**src/rtl/lsu_nbload_tracker.sv**
```systemverilog
// lsu_nbload_tracker
//   Tracks outstanding non-blocking loads. Each entry holds a valid bit,
//   a stale bit and the destination register. A load is allocated a tag,
//   its data return frees the tag, and a non-stale return produces a
//   registered writeback request one cycle later. Newer loads to the same
//   register, or a pipeline flush, mark older entries stale so that their
//   data is discarded when it eventually comes back.
//
// Ports
//   clk, rst_l            clock, asynchronous active-low reset
//   alloc_valid/alloc_rd  allocation request and its destination register
//   alloc_ready/alloc_tag free entry exists / lowest free tag
//   rtn_valid/rtn_tag     load data return and its tag
//   flush                 mark all outstanding loads stale
//   cam_rd/cam_hit        lookup of a pending, non-stale load to a register
//   wb_valid/wb_rd/wb_tag registered writeback request
//   spurious_rtn          registered pulse for a return to a free tag
//   busy_cnt              number of valid entries
module lsu_nbload_tracker #(
  parameter int DEPTH = 4,
  parameter int TAG_W = $clog2(DEPTH)
) (
  input  logic             clk,
  input  logic             rst_l,
  input  logic             alloc_valid,
  input  logic [4:0]       alloc_rd,
  output logic             alloc_ready,
  output logic [TAG_W-1:0] alloc_tag,
  input  logic             rtn_valid,
  input  logic [TAG_W-1:0] rtn_tag,
  input  logic             flush,
  input  logic [4:0]       cam_rd,
  output logic             cam_hit,
  output logic             wb_valid,
  output logic [4:0]       wb_rd,
  output logic [TAG_W-1:0] wb_tag,
  output logic             spurious_rtn,
  output logic [TAG_W:0]   busy_cnt
);

  logic [DEPTH-1:0]      valid_q, valid_d;
  logic [DEPTH-1:0]      stale_q, stale_d;
  logic [DEPTH-1:0][4:0] rd_q, rd_d;

  logic             wb_valid_q, wb_valid_d;
  logic [4:0]       wb_rd_q, wb_rd_d;
  logic [TAG_W-1:0] wb_tag_q, wb_tag_d;
  logic             spurious_q, spurious_d;

  logic allocFire;
  logic rtnHit;

  // Occupancy is a popcount of the valid bits, so it can never drift out
  // of range. The free-tag search walks downward so the lowest free index
  // wins; a just-returned entry is still valid here, which prevents
  // same-cycle reuse of its tag.
  always_comb begin
    busy_cnt  = '0;
    alloc_tag = '0;
    cam_hit   = 1'b0;
    for (int i = 0; i < DEPTH; i++) begin
      busy_cnt = busy_cnt + (TAG_W+1)'(valid_q[i]);
    end
    for (int i = DEPTH-1; i >= 0; i--) begin
      if (!valid_q[i]) alloc_tag = TAG_W'(i);
    end
    for (int i = 0; i < DEPTH; i++) begin
      if (valid_q[i] && !stale_q[i] && rd_q[i] == cam_rd && cam_rd != 5'd0)
        cam_hit = 1'b1;
    end
  end

  assign alloc_ready = (busy_cnt != (TAG_W+1)'(DEPTH));
  assign allocFire   = alloc_valid && alloc_ready;
  assign rtnHit      = rtn_valid && valid_q[rtn_tag];

  // Entry update. Flush and supersede only touch entries that are already
  // valid; the freshly allocated entry is written last so a same-cycle
  // flush cannot mark it stale. The allocated slot is never the returning
  // slot because allocation only picks entries that are currently free.
  always_comb begin
    valid_d = valid_q;
    stale_d = stale_q;
    rd_d    = rd_q;
    if (flush) stale_d = stale_q | valid_q;
    if (rtnHit) valid_d[rtn_tag] = 1'b0;
    if (allocFire) begin
      for (int i = 0; i < DEPTH; i++) begin
        if (valid_q[i] && rd_q[i] == alloc_rd) stale_d[i] = 1'b1;
      end
      valid_d[alloc_tag] = 1'b1;
      stale_d[alloc_tag] = (alloc_rd == 5'd0);
      rd_d[alloc_tag]    = alloc_rd;
    end
  end

  // Writeback and spurious-return flags are computed from pre-edge entry
  // state, so a return racing with a flush still writes back.
  always_comb begin
    wb_valid_d = rtnHit && !stale_q[rtn_tag];
    wb_rd_d    = wb_rd_q;
    wb_tag_d   = wb_tag_q;
    if (rtnHit && !stale_q[rtn_tag]) begin
      wb_rd_d  = rd_q[rtn_tag];
      wb_tag_d = rtn_tag;
    end
    spurious_d = rtn_valid && !valid_q[rtn_tag];
  end

  // State registers.
  always_ff @(posedge clk or negedge rst_l) begin
    if (!rst_l) begin
      valid_q    <= '0;
      stale_q    <= '0;
      rd_q       <= '0;
      wb_valid_q <= 1'b0;
      wb_rd_q    <= '0;
      wb_tag_q   <= '0;
      spurious_q <= 1'b0;
    end else begin
      valid_q    <= valid_d;
      stale_q    <= stale_d;
      rd_q       <= rd_d;
      wb_valid_q <= wb_valid_d;
      wb_rd_q    <= wb_rd_d;
      wb_tag_q   <= wb_tag_d;
      spurious_q <= spurious_d;
    end
  end

  assign wb_valid     = wb_valid_q;
  assign wb_rd        = wb_rd_q;
  assign wb_tag       = wb_tag_q;
  assign spurious_rtn = spurious_q;

endmodule

```
**config.mk**
```make
export PLATFORM = sky130hd
export DESIGN_NAME = lsu_nbload_tracker
export DESIGN_NICKNAME = d
export VERILOG_FILES = /design/src/rtl/lsu_nbload_tracker.sv
export SDC_FILE = /design/constraint.sdc
export NUM_CORES = 1
export LEC_CHECK = 0
export CAP_MARGIN = 20
export CELL_PAD_IN_SITES_DETAIL_PLACEMENT = 2
export CELL_PAD_IN_SITES_GLOBAL_PLACEMENT = 2
export CORE_MARGIN = 4
export CORE_UTILIZATION = 32
export CTS_CLUSTER_SIZE = 25
export DETAILED_ROUTE_END_ITERATION = 6
export GPL_TIMING_DRIVEN = 0
export PLACE_DENSITY_LB_ADDON = 0.3
export SYNTH_ARGS = -nofsm -noshare
export SYNTH_HDL_FRONTEND = slang
export SYNTH_SLANG_ARGS = --single-unit
```
**constraint.sdc**
```tcl
create_clock -name clk -period 2.75 [get_ports clk]
set_clock_uncertainty 0.2 [all_clocks]
set_input_delay 0.55 -clock clk [delete_from_list [all_inputs] [get_ports clk]]
set_output_delay 0.55 -clock clk [all_outputs]
set_load 0.1 [all_outputs]
```
==> impl_metrics.tcl, run 1 <==
set metrics [dict create \
    status "finished, violations left" \
    violations "setup timing" \
    finalCriticalPeriod_ns 2.98 \
    cts_num_sinks 37 \
    die_h_um 92.8 \
    ys_seq_area_frac 0.402 \
    vias 1677 \
    avgSynthCellArea_sq_um 11.5 \
    core_area_sq_um 6910 \
    num_antenna_cells 0 \
    grt_pass1_wl_um 10400 \
    clkTransAtPathRegs_ns 0.08 \
    n_fill_cell 720 \
    die_area_sq_um 8620 \
    setup_violations 14 \
    cts-root-buf "clkbuf_8" \
    syn_area_sq_um 2300 \
    path_cells "fa_1, ha_2, ha_4, or3b_4, buf_12" \
    cp_max_fo 2 \
    crit_arrival_ns 2.23 \
    fin_ws_ns -0.226 \
    rrSetupSlack_ns -0.08 \
    grt_max_degree 22 \
    fin_area_sq_um 3090 \
    grt.total_usage 0.161 \
    r2r-end "rd_q[5]$_DFFE_PN0P_" \
    drc_errors 0 \
    synth_flop_cell "dfrtp_1" \
    mostFrequentLayoutCells "dfrtp_1 (34), xnor2_1 (21), mux2_4 (20)" \
    io_buffer_count 22 \
    synth-seq-cells 37 \
    cts_buffers 5 \
    place_hpwl_um 4840 \
    maxSlewHeadroom 0.353 \
    antenna_found_initial 0 \
    fin_crit_sh 1.08 \
    worst_pin_slew_ns 0.967 \
    die_w_um 92.8 \
    initial_utilization 0.333 \
    max_freq_mhz 336 \
    multiInputGateArea_sq_um 1460 \
    drtPass1Iterations 4 \
    worstHoldStart "wb_tag[1]$_DFFE_PN0P_" \
    layout-drive-gt1-share 0.399 \
    rr_startpoint "valid_q[3]$_DFF_PN0_" \
    cts_tree "done" \
    overflow 0 \
    startpoint_type "flip-flop" \
    ys_types 37 \
    crit_slowest_cell "fa_1" \
    drtIter0Drc 75 \
    worstHoldPathCells 2 \
    dpl-instance-area_sq_um 2700 \
    postRouteAntennaNets 0 \
    regArea_sq_um 930 \
    crit_type "flip-flop to primary output" \
    pin_count 33 \
    synth_edf_count 0 \
    grt_pass1_vias 1845 \
    hold_class "flip-flop to flip-flop" \
    nNetsFinal 257 \
    syn_inst 200 \
    endpoint_kind "primary output" \
    reg2regPathDepth 8 \
    gp_congestion 0.732 \
    finalHoldViolations 0 \
    syn_nets 220 \
    ctsHtreeMaxLevel 2 \
    worst-endpoint-required_ns 2.00 \
    ys_async_sr_fraction 1.00 \
    holdPathEnd "wb_tag[1]$_DFFE_PN0P_" \
    slowest_delay_ns 0.56 \
    max-clock-path-buffers 2 \
    num_rows 30 \
    rsz0062_at_grt "true" \
    maxSlewViolCount 0 \
    clk_latency_ns 0.30 \
    syn2layout_area_growth_pct 34.2 \
    routed_via_density 5.02 \
    wirelength_um 6910 \
    synth_warnings 0 \
    wl_per_cell_um 20.7 \
    final_common_cell "dfrtp_1" \
    maxCapViolations 0 \
]
[what timing repair did]
action | in CTS | in global routing
gates resized for setup | 60 | 30
hold buffers | 1 | 0
pin swaps | 3 | 3
setup buffers | 5 | 3
endpoints found under the setup margin | 34 | 28
hold endpoints to repair | 2 | 0
[flip-flops by register name, summed over array words and instances, names as in the netlist]
| name | count |
|---|---|
| stale_q | 4 |
| valid_q | 4 |
| wb_tag | 2 |
| rd_q | 20 |
| spurious_rtn | 1 |
| wb_rd | 5 |
| wb_valid | 1 |
[layer usage]
layer	wire [um]	track usage
met1	3240	0.220
met2	3410	0.260
met3	163	0.0292
met4	98	0.0476
met5	0	0
[cells in the mapped netlist (6+ instances only)]
cell     instances  area share
nand2_1         16       0.026
a21oi_1          9       0.020
buf_6            6       0.029
dfrtp_1         37        0.40
mux2_2          20       0.098
mux4_2           7       0.068
xor2_1          17       0.065
xnor2_1         23       0.087
nor2_1           6      0.0098
[kinds of logic after synthesis]
kind of cell	count (synthesis)	synth area share
AOI/OAI and AO/OA	18	0.0435
muxes	32	0.199
xor gates and xnor gates	40	0.152
and+or+nand+nor	52	0.127
adders and majority gates	3	0.0196
buffers and inverters	18	0.0565
DFF	37	0.402
[metrics by stage]
stage / worst slack (ns) / utilization / hold slack (ns) / setup TNS (ns) / instances
floorplan: -0.445 / - / 0.0544 / -9.84 / 200
global placement: -0.930 / 0.387 / 0.261 / -12.49 / 318
detailed placement: -0.985 / 0.391 / 0.270 / -9.12 / 319
CTS: -0.254 / 0.425 / 0.291 / -0.877 / 331
global route: -0.314 / 0.447 / 0.316 / -2.32 / 334
finish: -0.226 / 0.447 / 0.282 / -0.860 / 334
[worst max-delay path by stage]
stage / start / to / slack [ns] / cells after the start
detailed placement: cam_rd[0] / cam_hit / -0.98 / 7
finish: valid_q[3]$_DFF_PN0_ / alloc_ready / -0.23 / 5
global placement: cam_rd[0] / cam_hit / -0.93 / 7
floorplan: valid_q[1]$_DFF_PN0_ / rd_q[0]$_DFFE_PN0P_ / -0.45 / 9
global route: valid_q[3]$_DFF_PN0_ / alloc_ready / -0.31 / 5
CTS: valid_q[3]$_DFF_PN0_ / alloc_ready / -0.25 / 5
[critical path, delay by kind of cell (launching register included)]
family / cells / cell delay (ns)
buffers and inverters: 1 / 0.18
flip-flops: 1 / 0.42
adder cells (fa/ha/maj): 3 / 0.94
AND/OR/NAND/NOR: 1 / 0.39
[cell type report]
class	count	share of cell area
well taps	96	0.0389
clock buffers	5	0.0223
clock inverters	3	0.0211
flip-flops and latches	37	0.301
repair buffers	32	0.107
inverters	2	0.00243
multi-input cells	145	0.473
plain buffers	14	0.0344
Power of run 1 is not shown: default switching activity piles up to over one toggle a cycle in this logic, so the estimate is an artifact.
==> run 2: changes to the inputs <==
Settings changed: CORE_ASPECT_RATIO from default to 0.5.
==> impl_metrics.tcl, run 2 (synthesis gave the netlist of run 1 again) <==
set metrics [dict create \
    status "finished, violations left" \
    violations "setup timing" \
    cts_buffers 5 \
    place_hpwl_um 4950 \
    wl_per_cell_um 21.3 \
    nNetsFinal 255 \
    grt_max_degree 38 \
    clk_latency_ns 0.28 \
    largest_reg_flops 20 \
    cts-root-buf "clkbuf_16" \
    max-clock-path-buffers 2 \
    gp_congestion 0.786 \
    setup_violations 8 \
    regMostFlops "rd_q" \
    busiest_layer "met2" \
    crit_type "flip-flop to primary output" \
    postRouteAntennaNets 0 \
    rsz0062_at_grt "true" \
    globalRouteMet2Util 0.309 \
    hold_buffers 0 \
    cts_num_sinks 37 \
    fin_crit_sh 1.06 \
    path_cells "fa_1, ha_2, ha_4, or3b_4, buf_12" \
    grt_pass1_vias 1909 \
    fin_ws_ns -0.161 \
    cts_tree "done" \
    hold_class "input port to asynchronous set/reset pin" \
    cp_max_fo 2 \
    crit_family "adder cells" \
    drc_errors 0 \
    reg2regPathDepth 8 \
    vias 1677 \
    startpoint_type "flip-flop" \
    slowest_delay_ns 0.54 \
    syn2layout_area_growth_pct 33.0 \
    final_common_cell "dfrtp_1" \
    drtPass1Iterations 4 \
    die_h_um 68.0 \
    drtIter0Drc 81 \
    wirelength_um 7000 \
    maxCapViolations 0 \
    die_w_um 128 \
    finalHoldViolations 0 \
    max_freq_mhz 344 \
    initial_utilization 0.337 \
    grt_pass1_wl_um 11200 \
    maxSlewViolCount 0 \
    grtUsageMet3 0.0327 \
    fin_hold_ws_ns 0.180 \
    met1_usage 0.222 \
    io_buffer_count 22 \
    num_rows 21 \
    critPathBufInv 1 \
    layout-drive-gt1-share 0.377 \
    overflow 0 \
    maxSlewHeadroom 0.350 \
    pin_count 33 \
    crit_slowest_cell "fa_1" \
    core_area_sq_um 6830 \
    crit_arrival_ns 2.16 \
    placed_cells 314 \
    endpoint_kind "primary output" \
    stdcell_count 328 \
    routed_via_density 5.11 \
    finalCriticalPeriod_ns 2.91 \
    crit_cells 5 \
    antenna_found_initial 0 \
    mostFrequentLayoutCells "dfrtp_1 (35), xnor2_1 (19), xor2_1 (17)" \
    ctsHtreeMaxLevel 2 \
    num_antenna_cells 0 \
    die_area_sq_um 8700 \
    worst-endpoint-required_ns 2.00 \
    clkTransAtPathRegs_ns 0.06 \
    worst_pin_slew_ns 0.972 \
    grt.total_usage 0.174 \
]
## run 2: per-stage QoR
stage / utilization / instance area [sq um] / setup WS (ns) / setup TNS [ns]
after floorplan: - / 2330 / -0.445 / -9.84
after CTS: 0.439 / 3000 / -0.175 / -0.229
after detailed placement: 0.390 / 2670 / -0.959 / -8.63
final: 0.448 / 3060 / -0.161 / -0.229
after global routing: 0.448 / 3060 / -0.222 / -1.24
after global placement: 0.391 / 2670 / -0.875 / -7.71
## run 2: layout make-up
cell class	count	area, sq um
Timing Repair Buffer	30	308
Multi-Input combinational cell	145	1420
Tap cell	92	115
Clock buffer	7	143
Fill cell	680	3770
Inverter	2	7.51
Clock inverter	1	30.0
Sequential cell	37	928
Buffer	14	106
## run 2: what timing repair did
action / CTS / global route
endpoints found under the setup margin: 34 / 27
setup buffers: 6 / 2
gates resized for setup: 66 / 10
pin swaps: 3 / 1
## run 2: path summary, 6_finish.rpt
kind | start | to | slack, ns
setup / recovery | valid_q[1]$_DFF_PN0_ | alloc_ready | -0.16
hold / removal | rst_l | wb_tag[1]$_DFFE_PN0P_ | 0.18
setup reg to reg | valid_q[1]$_DFF_PN0_ | rd_q[13]$_DFFE_PN0P_ | -0.02
hold reg to reg | wb_tag[1]$_DFFE_PN0P_ | wb_tag[1]$_DFFE_PN0P_ | 0.30
max in group asynchronous | rst_l | valid_q[3]$_DFF_PN0_ | 1.58
min in group clk | wb_tag[1]$_DFFE_PN0P_ | wb_tag[1]$_DFFE_PN0P_ | 0.30
## run 2: metal layers
metal	routed length, um	vias to the layer above
met2	3380	27
met4	69	0
met1	3340	872
li1	-	773
met3	211	5
met5	0	-
Power of run 2 is left out for the same reason.
==> run 3: changes to the inputs <==
Settings changed: ABC_CLOCK_PERIOD_IN_PS from default to 2750, CORE_UTILIZATION 32 to 38, DONT_BUFFER_PORTS from default to 1, SETUP_SLACK_MARGIN from default to 0.1.
==> impl_metrics.tcl, run 3 (synthesis gave the netlist of run 1 again) <==
set metrics [dict create \
    path_cells "fa_1, ha_4, ha_4, or3b_4, and2_4, nor2b_4, buf_6, mux2_4" \
    startpoint_type "flip-flop" \
    path_common_cell "ha_4" \
    num_antenna_cells 0 \
    grt_max_degree 38 \
    overflow 0 \
    gp_congestion 0.731 \
    fin_setup_tns_ns -10.46 \
    violations "setup timing" \
    crit_arrival_ns 3.15 \
    fin_ws_ns -0.430 \
    holdPathEnd "spurious_rtn$_DFF_PN0_" \
    layout-drive-gt1-share 0.406 \
    crit_slowest_cell "or3b_4" \
    syn2layout_area_growth_pct 24.4 \
    drtPass1Iterations 4 \
    worstHoldStart "rtn_valid" \
    core_area_sq_um 5660 \
    critPathBufInv 1 \
    drtIter0Drc 65 \
    wl_per_cell_um 24.5 \
    worst_pin_slew_ns 0.903 \
    largest_reg_flops 20 \
    initial_utilization 0.407 \
    die_h_um 63.0 \
    cts_num_sinks 37 \
    cts_tree "done" \
    postRouteAntennaNets 0 \
    nNetsFinal 238 \
    maxSlewViolCount 0 \
    place_hpwl_um 4580 \
    pin_count 33 \
    setup_violations 30 \
    rr_startpoint "valid_q[3]$_DFF_PN0_" \
    final_common_cell "dfrtp_1" \
    max_freq_mhz 314 \
    regMostFlops "rd_q" \
    cts_buffers 5 \
    grt_pass1_vias 1844 \
    worst-endpoint-required_ns 2.72 \
    grt.total_usage 0.196 \
    grt_pass1_wl_um 11000 \
    drc_errors 0 \
    slowest_delay_ns 0.60 \
    clk_latency_ns 0.29 \
    worstHoldPathCells 1 \
    maxSlewHeadroom 0.398 \
    maxCapViolations 0 \
    wl_met2_um 3450 \
    wirelength_um 7170 \
    mostFrequentLayoutCells "dfrtp_1 (32), xnor2_1 (19), xor2_1 (17)" \
    die_w_um 118 \
    clkTransAtPathRegs_ns 0.06 \
    ctsHtreeMaxLevel 2 \
    routed_via_density 5.71 \
    num_rows 19 \
    hold_class "input port to flip-flop" \
    r2r-end "rd_q[3]$_DFFE_PN0P_" \
    endpoint_kind "flip-flop" \
    rrSetupSlack_ns -0.43 \
    cp_max_fo 6 \
    rsz0062_at_grt "true" \
    highest_layer "met4" \
    cts-root-buf "clkbuf_16" \
    wl_met1_um 3220 \
    io_buffer_count 0 \
    max-clock-path-buffers 2 \
    die_area_sq_um 7440 \
    utilization 0.506 \
    fin_crit_sh 1.16 \
    crit_type "flip-flop to flip-flop" \
    n_fill_cell 554 \
    antenna_found_initial 0 \
    met3_length_um 439 \
    finalHoldViolations 0 \
    reg2regPathDepth 8 \
    finalCriticalPeriod_ns 3.18 \
    status "finished, violations left" \
    crit_family "adder cells" \
    vias 1667 \
]
## run 3: final cells by class
type / instances / area [sq um] / share of cell area
clock inverter: 1 / 30.0 / 0.0105
tap: 73 / 91.3 / 0.0319
buffer: 15 / 118 / 0.0411
sequential: 37 / 932 / 0.325
timing repair buffer: 11 / 109 / 0.0380
multi-input combinational: 146 / 1430 / 0.501
inverter: 2 / 7.51 / 0.00262
clock buffer: 7 / 143 / 0.0498
## run 3: how the worst max path moves through the flow
| stage | to | depth (start not counted) | start | slack [ns] |
|---|---|---|---|---|
| final | rd_q[3]$_DFFE_PN0P_ | 8 | valid_q[3]$_DFF_PN0_ | -0.43 |
| after global routing | rd_q[1]$_DFFE_PN0P_ | 8 | valid_q[3]$_DFF_PN0_ | -0.50 |
| after CTS | rd_q[1]$_DFFE_PN0P_ | 8 | valid_q[0]$_DFF_PN0_ | -0.49 |
| after detailed placement | rd_q[18]$_DFFE_PN0P_ | 8 | valid_q[3]$_DFF_PN0_ | -0.67 |
| after global placement | rd_q[6]$_DFFE_PN0P_ | 8 | valid_q[3]$_DFF_PN0_ | -0.63 |
| after floorplan | rd_q[0]$_DFFE_PN0P_ | 9 | valid_q[1]$_DFF_PN0_ | -0.45 |
## run 3: worst register-to-register path, delay by kind of cell, from the launching register on
family	cells	cell delay (ns)
flops	1	0.41
buf+inv	1	0.16
simple gates	3	0.97
mux	1	0.30
fa+ha+maj	3	1.03
## run 3: repair_timing
| item | 4_1_cts | 5_1_grt |
|---|---|---|
| pin swaps | 4 | 6 |
| endpoints found under the setup margin | 33 | 31 |
| gates resized for setup | 10 | 23 |
| gates cloned | 1 | 0 |
| hold buffers | 2 | 0 |
| buffers inserted | 2 | 6 |
| endpoints found under the hold margin | 37 | 0 |
## run 3: routing by layer
| metal | track usage | up-vias |
|---|---|---|
| met4 | 0.0569 | 0 |
| met3 | 0.0570 | 4 |
| met2 | 0.301 | 46 |
| met1 | 0.269 | 881 |
| li1 | - | 736 |
| met5 | 0 | - |
## run 3: metrics by stage
stage          area, sq um  std cells  hold slack [ns]  setup WS [ns]
5_1_grt               2860        292            0.201         -0.501
3_3_place_gp          2430        273           0.0558         -0.632
3_5_place_dp          2450        274           0.0558         -0.665
6_report              2860        292            0.202         -0.430
4_1_cts               2710        286            0.201         -0.489
2_1_floorplan         2340        200           0.0544         -0.445
Power of run 3 is left out for the same reason.
